===== config.mk =====
export PLATFORM = sky130hd
export DESIGN_NAME = loopback_run_ctrl
export DESIGN_NICKNAME = d
export VERILOG_FILES = /design/src/rtl/loopback_run_ctrl.sv
export SDC_FILE = /design/constraint.sdc
export NUM_CORES = 1
export LEC_CHECK = 0
export CORE_UTILIZATION = 59
export CTS_BUF_LIST = sky130_fd_sc_hd__clkbuf_16
export DETAILED_ROUTE_END_ITERATION = 8
export GPL_TIMING_DRIVEN = 0
export PLACE_DENSITY = 0.95
export SKIP_LAST_GASP = 1
export SYNTH_ARGS = -nofsm -noshare
export SYNTH_HDL_FRONTEND = slang
export SYNTH_SLANG_ARGS = --single-unit
export TNS_END_PERCENT = 20

===== constraint.sdc =====
create_clock -name clk -period 4.5 [get_ports clk]
set_clock_uncertainty 0.1 [all_clocks]
set_input_delay 0.45 -clock clk [delete_from_list [all_inputs] [get_ports clk]]
set_output_delay 0.45 -clock clk [all_outputs]
set_load 0.005 [all_outputs]

===== src/rtl/loopback_run_ctrl.sv =====
// Run controller for the loopback index engine: turns one `go` into num_iter back-to-back
// engine runs (reset, start pulse, wait for sticky finish) with a per-run watchdog.
module loopback_run_ctrl #(
    parameter int unsigned NUM_ITER_WIDTH  = 16,
    parameter int unsigned CYCLE_CNT_WIDTH = 32,
    parameter int unsigned CLEAR_CYCLES    = 4,
    parameter int unsigned TIMEOUT_CYCLES  = 1048576
) (
    input  logic                       clk,
    input  logic                       reset_n,
    input  logic                       go,
    input  logic                       abort,
    input  logic [NUM_ITER_WIDTH-1:0]  num_iter,
    input  logic                       engine_finish,
    output logic                       engine_reset,
    output logic                       engine_start,
    output logic                       busy,
    output logic                       done,
    output logic                       timeout,
    output logic                       aborted,
    output logic [NUM_ITER_WIDTH-1:0]  iter_count,
    output logic [CYCLE_CNT_WIDTH-1:0] cycle_count
);

    localparam int unsigned CLR_W  = (CLEAR_CYCLES > 1) ? $clog2(CLEAR_CYCLES) : 1;
    localparam int unsigned WDOG_W = $clog2(TIMEOUT_CYCLES);

    localparam logic [CLR_W-1:0]  CLR_LAST  = CLR_W'(CLEAR_CYCLES - 1);
    localparam logic [WDOG_W-1:0] WDOG_LAST = WDOG_W'(TIMEOUT_CYCLES - 1);

    typedef enum logic [2:0] {
        StIdle,
        StClear,
        StStart,
        StWait,
        StDone
    } state_t;

    state_t                     r_state;
    logic [CLR_W-1:0]           r_clr_cnt;
    logic [WDOG_W-1:0]          r_wdog;
    logic [NUM_ITER_WIDTH-1:0]  r_num_iter;
    logic [NUM_ITER_WIDTH-1:0]  r_iter_count;
    logic [CYCLE_CNT_WIDTH-1:0] r_cycle_count;
    logic                       r_engine_reset;
    logic                       r_engine_start;
    logic                       r_busy;
    logic                       r_done;
    logic                       r_timeout;
    logic                       r_aborted;

    state_t                     w_state_d;
    logic                       w_accept;
    logic                       w_running;
    logic                       w_counting;
    logic                       w_finish_ok;
    logic                       w_wdog_fire;
    logic [NUM_ITER_WIDTH-1:0]  w_iter_inc;

    assign w_running  = (r_state == StClear) || (r_state == StStart) || (r_state == StWait);
    assign w_counting = (r_state == StStart) || (r_state == StWait);
    assign w_accept   = ((r_state == StIdle) || (r_state == StDone)) && go && !abort;
    assign w_iter_inc = r_iter_count + 1'b1;

    // abort beats finish, finish beats the watchdog
    assign w_finish_ok = (r_state == StWait) && !abort && engine_finish;
    assign w_wdog_fire = (r_state == StWait) && !abort && !engine_finish && (r_wdog == WDOG_LAST);

    always_comb begin
        w_state_d = r_state;
        unique case (r_state)
            StIdle, StDone: begin
                if (w_accept) begin
                    w_state_d = (num_iter == '0) ? StDone : StClear;
                end
            end
            StClear: begin
                if (abort) begin
                    w_state_d = StDone;
                end else if (r_clr_cnt == CLR_LAST) begin
                    w_state_d = StStart;
                end
            end
            StStart: begin
                w_state_d = abort ? StDone : StWait;
            end
            StWait: begin
                if (abort) begin
                    w_state_d = StDone;
                end else if (engine_finish) begin
                    w_state_d = (w_iter_inc == r_num_iter) ? StDone : StClear;
                end else if (r_wdog == WDOG_LAST) begin
                    w_state_d = StDone;
                end
            end
            default: w_state_d = StIdle;
        endcase
    end

    // Outputs are decoded from the next state so they line up with the registered state.
    always_ff @(posedge clk or negedge reset_n) begin
        if (!reset_n) begin
            r_state        <= StIdle;
            r_clr_cnt      <= '0;
            r_wdog         <= '0;
            r_num_iter     <= '0;
            r_iter_count   <= '0;
            r_cycle_count  <= '0;
            r_engine_reset <= 1'b1;
            r_engine_start <= 1'b0;
            r_busy         <= 1'b0;
            r_done         <= 1'b0;
            r_timeout      <= 1'b0;
            r_aborted      <= 1'b0;
        end else begin
            r_state        <= w_state_d;
            r_engine_reset <= !((w_state_d == StStart) || (w_state_d == StWait));
            r_engine_start <= (w_state_d == StStart);
            r_busy         <= (w_state_d == StClear) || (w_state_d == StStart) ||
                              (w_state_d == StWait);
            r_done         <= (w_state_d == StDone);

            r_clr_cnt <= (r_state == StClear) ? r_clr_cnt + 1'b1 : '0;
            r_wdog    <= (r_state == StWait) ? r_wdog + 1'b1 : '0;

            if (w_accept) begin
                r_num_iter    <= num_iter;
                r_iter_count  <= '0;
                r_cycle_count <= '0;
                r_timeout     <= 1'b0;
                r_aborted     <= 1'b0;
            end else begin
                if (w_counting && (r_cycle_count != '1)) begin
                    r_cycle_count <= r_cycle_count + 1'b1;
                end
                if (w_finish_ok) begin
                    r_iter_count <= w_iter_inc;
                end
                if (w_wdog_fire) begin
                    r_timeout <= 1'b1;
                end
                if (w_running && abort) begin
                    r_aborted <= 1'b1;
                end
            end
        end
    end

    assign engine_reset = r_engine_reset;
    assign engine_start = r_engine_start;
    assign busy         = r_busy;
    assign done         = r_done;
    assign timeout      = r_timeout;
    assign aborted      = r_aborted;
    assign iter_count   = r_iter_count;
    assign cycle_count  = r_cycle_count;

endmodule


# --- Word level (Yosys, flattened, before mapping) ---
# Index checks and enable logic that the tools add are counted.
word_totals:
  regBits: 95
  inputBits: 21
  out_inout_bits: 54
  elab_cells: 73
classes:
  addsub: 4
  n_eq_ne: 12
  muxes: 20
  n_reduce_logical: 25
op_table:
  columns: ["operator", "n"]
  rows:
  - ["$mux 32", 2]
  - ["$add 32x1->32 const B", 1]
  - ["$mux 16", 2]
  - ["$ne 32x32->1 const B", 1]
  - ["$mux 3", 9]
  - ["$add 20x1->20 const B", 1]
  - ["$eq 20x20->1 const B", 1]
  - ["$mux 20", 1]
  - ["$add 16x1->16 const B", 1]
  - ["$eq 16x16->1", 1]
  - ["$logic_not 16->1", 1]
  - ["$eq 3x2->1 const B", 4]
  - ["$pmux 3 s4", 1]
  - ["$logic_and 1x1->1", 8]
  - ["$reduce_bool 2->1", 4]
  - ["$logic_or 1x1->1", 7]
  - ["$eq 3x1->1 const B", 2]
  - ["$eq 3x3->1 const B", 2]
  - ["$mux 1", 4]
  - ["$logic_not 1->1", 3]
  - ["$logic_not 3->1", 1]
  - ["$add 2x1->2 const B", 1]
  - ["$eq 2x2->1 const B", 1]
  - ["$mux 2", 1]
  - ["$reduce_or 2->1", 1]

# --- Longest topological paths before layout ---
# Gate-level depths: netlist of run 1.
depth:
  ltp_word: 9
  ltp_mapped: 8
  ltp_nobuf: 7

# --- Worst setup path before layout of run 1 ---
# OpenSTA, ideal clock, no wires.
synth_path:
  kind: "register to register"
  start: "register r_iter_count[3], in the netlist iter_count[3]"
  end: "register r_busy, in the netlist busy"
  arrival_time_ns: 1.916
  required_time_ns: 4.253
  setup_slack_ns: 2.337
  stages_incl_launch_ff: 8
  path_buffers: 1
  cell_sequence: "dfrtp_1 buf_2 nand4_1 nor4_1 xnor2_1 o21ai_0 nor4_1 a21oi_1"
synth_between:
  elab_chain_len: 9
synth_lines:
  columns: ["item", "line", "source"]
  rows:
  - ["start: declaration", "43", "logic [NUM_ITER_WIDTH-1:0] r_iter_count;"]
  - ["start signal: assignment", "137", "r_iter_count <= w_iter_inc;"]
  - ["$add 16x1->16 *", "63", "assign w_iter_inc = r_iter_count + 1'b1;"]
  - ["$eq 16x16->1 *", "91", "w_state_d = (w_iter_inc == r_num_iter) ? StDone : StClear;"]
  - ["$mux 3 *", "91", null]
  - ["$mux 3 *", "90", "end else if (engine_finish) begin"]
  - ["$mux 3 *", "88", "if (abort) begin"]
  - ["$pmux 3 s4 *", "71", "unique case (r_state)"]
  - ["$eq 3x1->1 / $eq 3x2->1 (equally long branches)", "119", "r_busy <= (w_state_d == StClear) || (w_state_d == StStart) ||"]
  - ["$logic_or 1x1->1", "119", null]
  - ["$logic_or 1x1->1 *", "119", null]
  - ["end signal: assignment", "119", null]
  - ["end: declaration", "47", "logic r_busy;"]
# Every way passes the cells marked *; elsewhere a longest branch is shown, timed or not.
# A chain may end at the register's enable or synchronous reset.

# --- Final worst setup path of run 1 ---
# Ends and elaborated chain as after synthesis.

==> impl_metrics.json, run 1 <==
{
  "core-area_sq_mm": 0.008299,
  "syn_area_sq_mm": 0.005105,
  "multiInputGateArea_sq_mm": 0.002567,
  "worstSetupPathType": "flop to flop",
  "slew_headroom_pct": 34.15,
  "cts.sinks": 95,
  "p_int_mw": 1.468,
  "synth_common_cells": "dfrtp_1, nand2_1, nor2_1, xor2_1, o21ai_0",
  "p_switching_mw": 0.5701,
  "finalWirelength_mm": 13.09,
  "start_util_pct": 61.51,
  "hold_start": "r_clr_cnt[0]",
  "clkTransAtPathRegs_ps": 70,
  "grt_overflow": 0,
  "crit_required_ps": 4590,
  "synthArstFlopShare_pct": 100.0,
  "syn_inst": 565,
  "rsz0062_at_grt": "false",
  "pin_count": 75,
  "fmax_mhz": 355.3,
  "met3RoutedLength_microns": 929,
  "grt_usage_pct": 31.00,
  "cap_violations": 0,
  "avgViaCountPerCell": 6.173,
  "io_buffers": 73,
  "p_leak_nw": 2.688,
  "tritoncts": "yes",
  "insertion_delay_ps": 350,
  "grt_pass1_wl_mm": 21.38,
  "drt_first_pass_iters": 5,
  "final_hold_viol_count": 0,
  "status": "finished clean",
  "fp-row-count": 33,
  "drc": 0,
  "fin_nets": 676,
  "die-width_microns": 95.02,
  "worst_slew_pin_slew_ps": 980.2,
  "final_max_slew_viol_count": 0,
  "cp_max_fo": 8,
  "cp.arrival_ps": 2910,
  "fp.dieH_microns": 95.02,
  "cp-end-kind": "flop",
  "syn_avg_cell_area_sq_um": 9.035,
  "cts.htree.levels": 3,
  "fin_crit_ps": 2814,
  "setup_viol": 0,
  "hp-class": "flop to flop",
  "setup-tns-final_ps": 0,
  "top_layer": "met4",
  "synth_top_area_share_pct": 46.08,
  "place_congestion": 0.9277,
  "r2r_start": "iter_count[3]",
  "reg2reg_slack_ps": 1690,
  "sw_frac_of_total_pct": 27.97,
  "clockPowerShare_pct": 38.3,
  "cts_buffer_depth": 2,
  "syn_to_final_growth_pct": 23.41,
  "synth.most_common_cell": "dfrtp_1",
  "seq_area_sq_mm": 0.002379,
  "antenna_found_initial": 0,
  "vias": 4698,
  "grt_max_degree": 74,
  "startpoint": "iter_count[3]",
  "yosys.area.top_type": "dfrtp_1",
  "cts_made_buffers": 9,
  "drive_gt1_share_pct": 6.402,
  "yosysWarnings": 0,
  "cts-resized-gates": 0,
  "power_density_mw_per_mm2": 323.5,
  "p_total_mw": 2.038,
  "min_period_over_period_pct": 62.54,
  "num-fill-cells": 534,
  "wire_per_inst_microns": 17.21,
  "power_frac_seq_pct": 47.0,
  "m1WireLength_mm": 5.335,
  "pwr-share-comb_pct": 14.7,
  "post-dp-hpwl_mm": 9.030,
  "die-area_sq_mm": 0.009029,
  "drt_iter0_markers": 340,
  "start_kind": "flop",
  "final_antenna_net_count": 0,
  "syn_nets": 590,
  "ir_worst_vdd_mv": 0.2047,
  "synth.distinct_cells": 58,
  "ys_top_cells_by_area": "dfrtp_1, xor2_1, nand2_1",
  "cts_root_buf": "clkbuf_16",
  "synth_seq_cells": 95,
  "antennaDiodeCount": 0,
  "grt_pass1_vias": 4563,
  "ys.flop_type": "dfrtp_1",
  "wl_met2_mm": 6.480,
  "seq_area_frac_synth_pct": 46.59,
  "synth_edf_count": 0
}
what timing repair did:
action                                 in CTS  in global routing
hold buffers                                1                  0
endpoints found under the hold margin      22                  0
setup buffers                               0                  0
final cells by class:
cell class,count,share of cell area (%)
Tap cell,105,2.085
Buffer,26,1.927
Clock buffer,9,3.575
Sequential cell,95,37.76
Clock inverter,7,1.152
Inverter,10,0.5958
Multi-Input combinational cell,434,40.75
Timing Repair Buffer,75,12.15
path summary, 6_finish.rpt:
path	to	cells past startpoint
setup / recovery	busy	7
hold / removal	r_clr_cnt[0]	1
setup reg to reg	busy	7
hold reg to reg	r_clr_cnt[0]	1
max in group asynchronous	engine_reset	3
min in group asynchronous	cycle_count[24]	2
worst max-delay path, cell delays in order, from the launching register on:
cell	delay [ps]
dfrtp_1	350
buf_2	210
nand4_1	310
nor4_1	640
xnor2_1	190
o21ai_0	100
nor4_1	610
a21oi_1	140
through the flow:
step           setup WS [ps]  hold WS (ps)  instances  instance area [sq um]  utilization (%)
2_1_floorplan           2337         54.41        565                   5105                -
3_3_place_gp          -473.8         318.3        743                   5967            71.90
3_5_place_dp            1683         270.9        744                   5992            72.20
4_1_cts                 1751         362.2        761                   6300            75.91
5_1_grt                 1459         372.7        761                   6300            75.91
6_report                1686         359.7        761                   6300            75.91
logic make-up (layout without fill, tap and decap cells):
| group | after synthesis | count (layout) | synth area share (%) |
|---|---|---|---|
| buf+inv | 36 | 127 | 3.113 |
| fa+ha+maj | 4 | 4 | 0.9804 |
| flops | 95 | 95 | 46.59 |
| mux | 2 | 2 | 0.3922 |
| simple gates | 281 | 281 | 27.50 |
| compound gates | 81 | 81 | 10.10 |
| xor+xnor | 66 | 66 | 11.32 |
power by group through the flow:
stage	combinational [mW]	sequential, mW	clock (mW)
floorplan	0.180	0.957	0
global placement	0.266	0.967	0
detailed placement	0.290	0.970	0
CTS	0.297	0.956	0.782
global route	0.331	0.962	0.818
finish	0.299	0.958	0.781
cells in the final DEF, fill, tap and decap left out, types with 3 or more instances in the layout:
cell	netlist	layout
nor4_1	9	9
clkbuf_1	16	16
clkbuf_16	0	9
nand2_1	85	85
a21oi_1	10	10
xnor2_1	18	18
xor2_1	48	48
and3_1	11	11
o21ai_0	32	32
nand3_1	28	28
and2_1	4	4
nand2b_1	6	6
nor2_1	72	72
ha_1	4	4
nor3b_1	3	3
or3_1	5	5
nor3_1	12	12
nand4_1	21	21
buf_2	7	7
nor2b_1	5	5
clkdlybuf4s50_1	0	72
o31ai_1	9	9
dfrtp_1	94	94
a31oi_1	4	4
inv_1	10	11
o211ai_1	11	11
layer usage:
layer | up-vias | global-route usage (%)
met1 | 2296 | 39.73
li1 | 2133 | -
met2 | 230 | 50.60
met4 | 0 | 13.64
met3 | 39 | 6.858
met5 | - | 0
registers in the layout, summed over array words and instances (netlist names), 2 cells and up:
register     cells
r_clr_cnt        2
r_wdog          20
r_state          3
r_num_iter      16
iter_count      16
cycle_count     32
(Power assumes the default switching activity.)
==> run 2: changes to the inputs <==
--- a/config.mk
+++ b/config.mk
@@ -5,11 +5,11 @@
 export SDC_FILE = /design/constraint.sdc
 export NUM_CORES = 1
 export LEC_CHECK = 0
-export CORE_UTILIZATION = 59
+export CORE_UTILIZATION = 55
 export CTS_BUF_LIST = sky130_fd_sc_hd__clkbuf_16
 export DETAILED_ROUTE_END_ITERATION = 8
 export GPL_TIMING_DRIVEN = 0
-export PLACE_DENSITY = 0.95
+export PLACE_DENSITY = 0.92
 export SKIP_LAST_GASP = 1
 export SYNTH_ARGS = -nofsm -noshare
 export SYNTH_HDL_FRONTEND = slang
==> constraint.sdc (replaced) <==
create_clock -name clk -period 2.8 [get_ports clk]
set_clock_uncertainty 0.1 [all_clocks]
set_input_delay 0.28 -clock clk [delete_from_list [all_inputs] [get_ports clk]]
set_output_delay 0.28 -clock clk [all_outputs]
set_load 0.005 [all_outputs]
==> impl_metrics.json, run 2 (synthesis gave the netlist of run 1 again) <==
{
  "min_period_over_period_pct": 94.14,
  "vias": 4619,
  "power_density_mw_per_mm2": 497.3,
  "final_common_cell": "dfrtp_1",
  "final_antenna_net_count": 0,
  "cts_buffer_depth": 2,
  "path_buf_inv": 1,
  "clkTransAtPathRegs_ps": 60,
  "cp_slowest_cell": "nor3_2",
  "worst_path_dominant_cell_family": "simple AND/OR/NAND/NOR gates",
  "largest_register_ff_count": 32,
  "grt_usage_pct": 27.70,
  "fp-row-count": 34,
  "post-dp-hpwl_mm": 9.057,
  "cts.sinks": 95,
  "final_cell_mix": "dfrtp_1, nand2_1, nor2_1, clkdlybuf4s50_1, xor2_1",
  "setup_viol": 0,
  "core-area_sq_mm": 0.008848,
  "fin_hold_ws_ps": 325.9,
  "antennaDiodeCount": 0,
  "final_hold_viol_count": 0,
  "crit_required_ps": 2920,
  "fmax_mhz": 379.4,
  "ir_worst_vdd_mv": 0.2884,
  "start_util_pct": 57.69,
  "slew_headroom_pct": 39.25,
  "wire_per_inst_microns": 16.86,
  "cap_violations": 0,
  "postCtsSetupRepairBufs": 0,
  "finalWirelength_mm": 12.88,
  "grt_pass1_vias": 4464,
  "cts_made_buffers": 9,
  "pre_cts_slack_ps": 90.50,
  "insertion_delay_ps": 350,
  "crit_path_cell_trace": "clkbuf_1 > nor2b_1 > nand2_1 > nor3_2 > nor2_1 > o21ai_0 > o41ai_1",
  "pin_count": 75,
  "drive_gt1_share_pct": 6.707,
  "cts.htree.levels": 3,
  "avgViaCountPerCell": 6.046,
  "cts_root_buf": "clkbuf_16",
  "io_buffers": 73,
  "status": "finished with violations",
  "p_leak_nw": 2.663,
  "syn_to_final_growth_pct": 23.16,
  "place_congestion": 0.8752,
  "cp.arrival_ps": 2750,
  "drt_first_pass_iters": 9,
  "fin_nets": 676,
  "cpPeakStageDelay_ps": 550,
  "die-area_sq_mm": 0.009671,
  "cp-end-kind": "flop",
  "p_total_mw": 3.127,
  "worstSetupPathType": "flop to flop",
  "worst_slew_pin_slew_ps": 904.3,
  "die-width_microns": 98.34,
  "fin_crit_ps": 2636,
  "violations": "design-rule violations",
  "cp_max_fo": 10,
  "hp-class": "primary input to flop",
  "fp.dieH_microns": 98.34,
  "start_kind": "flop",
  "worst_slack_ps": 164.1,
  "final_max_slew_viol_count": 0,
  "drc": 2,
  "drt_iter0_markers": 341,
  "antenna_found_initial": 0,
  "grt_max_degree": 62,
  "grt_overflow": 0,
  "rsz0062_at_grt": "true",
  "grt_pass1_wl_mm": 21.20,
  "tritoncts": "yes"
}
==> run 2: routing by layer <==
layer / up-vias / wire, microns / global-route usage (%)
met5: - / 0 / 0
met4: 0 / 435 / 13.89
met3: 41 / 849 / 4.510
met2: 200 / 6243 / 45.56
met1: 2247 / 5349 / 35.66
li1: 2131 / - / -
==> run 2: cell type report <==
class	count	area, sq um
Inverter	10	37.54
Fill cell	641	2561
Tap cell	108	135.1
Multi-Input combinational cell	434	2584
Clock buffer	9	225.2
Buffer	26	121.4
Sequential cell	95	2379
Clock inverter	7	40.04
Timing Repair Buffer	75	765.7
==> run 2: where the power goes <==
group / internal [mW] / switching [mW]
sequential: 1.46 / 0.0783
clock: 0.592 / 0.519
combinational: 0.203 / 0.274
==> run 2: worst paths after layout <==
path                                   start         endpoint  slack, ps  cells after the start
worst max register to register    r_state[2]    iter_count[5]        160                      7
max in group asynchronous            reset_n     engine_reset       1570                      3
min in group asynchronous            reset_n  cycle_count[28]        340                      2
worst min-delay path                   abort          aborted        330                      3
worst min register to register  r_clr_cnt[0]     r_clr_cnt[0]        340                      1
worst max-delay path              r_state[2]    iter_count[5]        160                      7
==> run 2: worst register-to-register path, delay by kind of cell, from the launching register on <==
family	cells	cell delay, ps
simple gates	4	1470
flops	1	360
buf+inv	1	220
compound gates	2	350
==> run 2: stage by stage <==
stage | cells | util, % | TNS (ps) | instance area, sq um
6_report | 764 | 71.05 | 0 | 6287
5_1_grt | 764 | 71.05 | -16.40 | 6287
4_1_cts | 764 | 70.87 | 0 | 6271
3_5_place_dp | 747 | 67.76 | 0 | 5996
3_3_place_gp | 746 | 67.48 | -189970 | 5971
2_1_floorplan | 565 | - | 0 | 5105
==> run 2: timing repair <==
| action | CTS | global route |
|---|---|---|
| hold buffers | 1 | 0 |
| hold endpoints to repair | 34 | 0 |
| endpoints found under the setup margin | 0 | 4 |
| resized for setup | 0 | 3 |
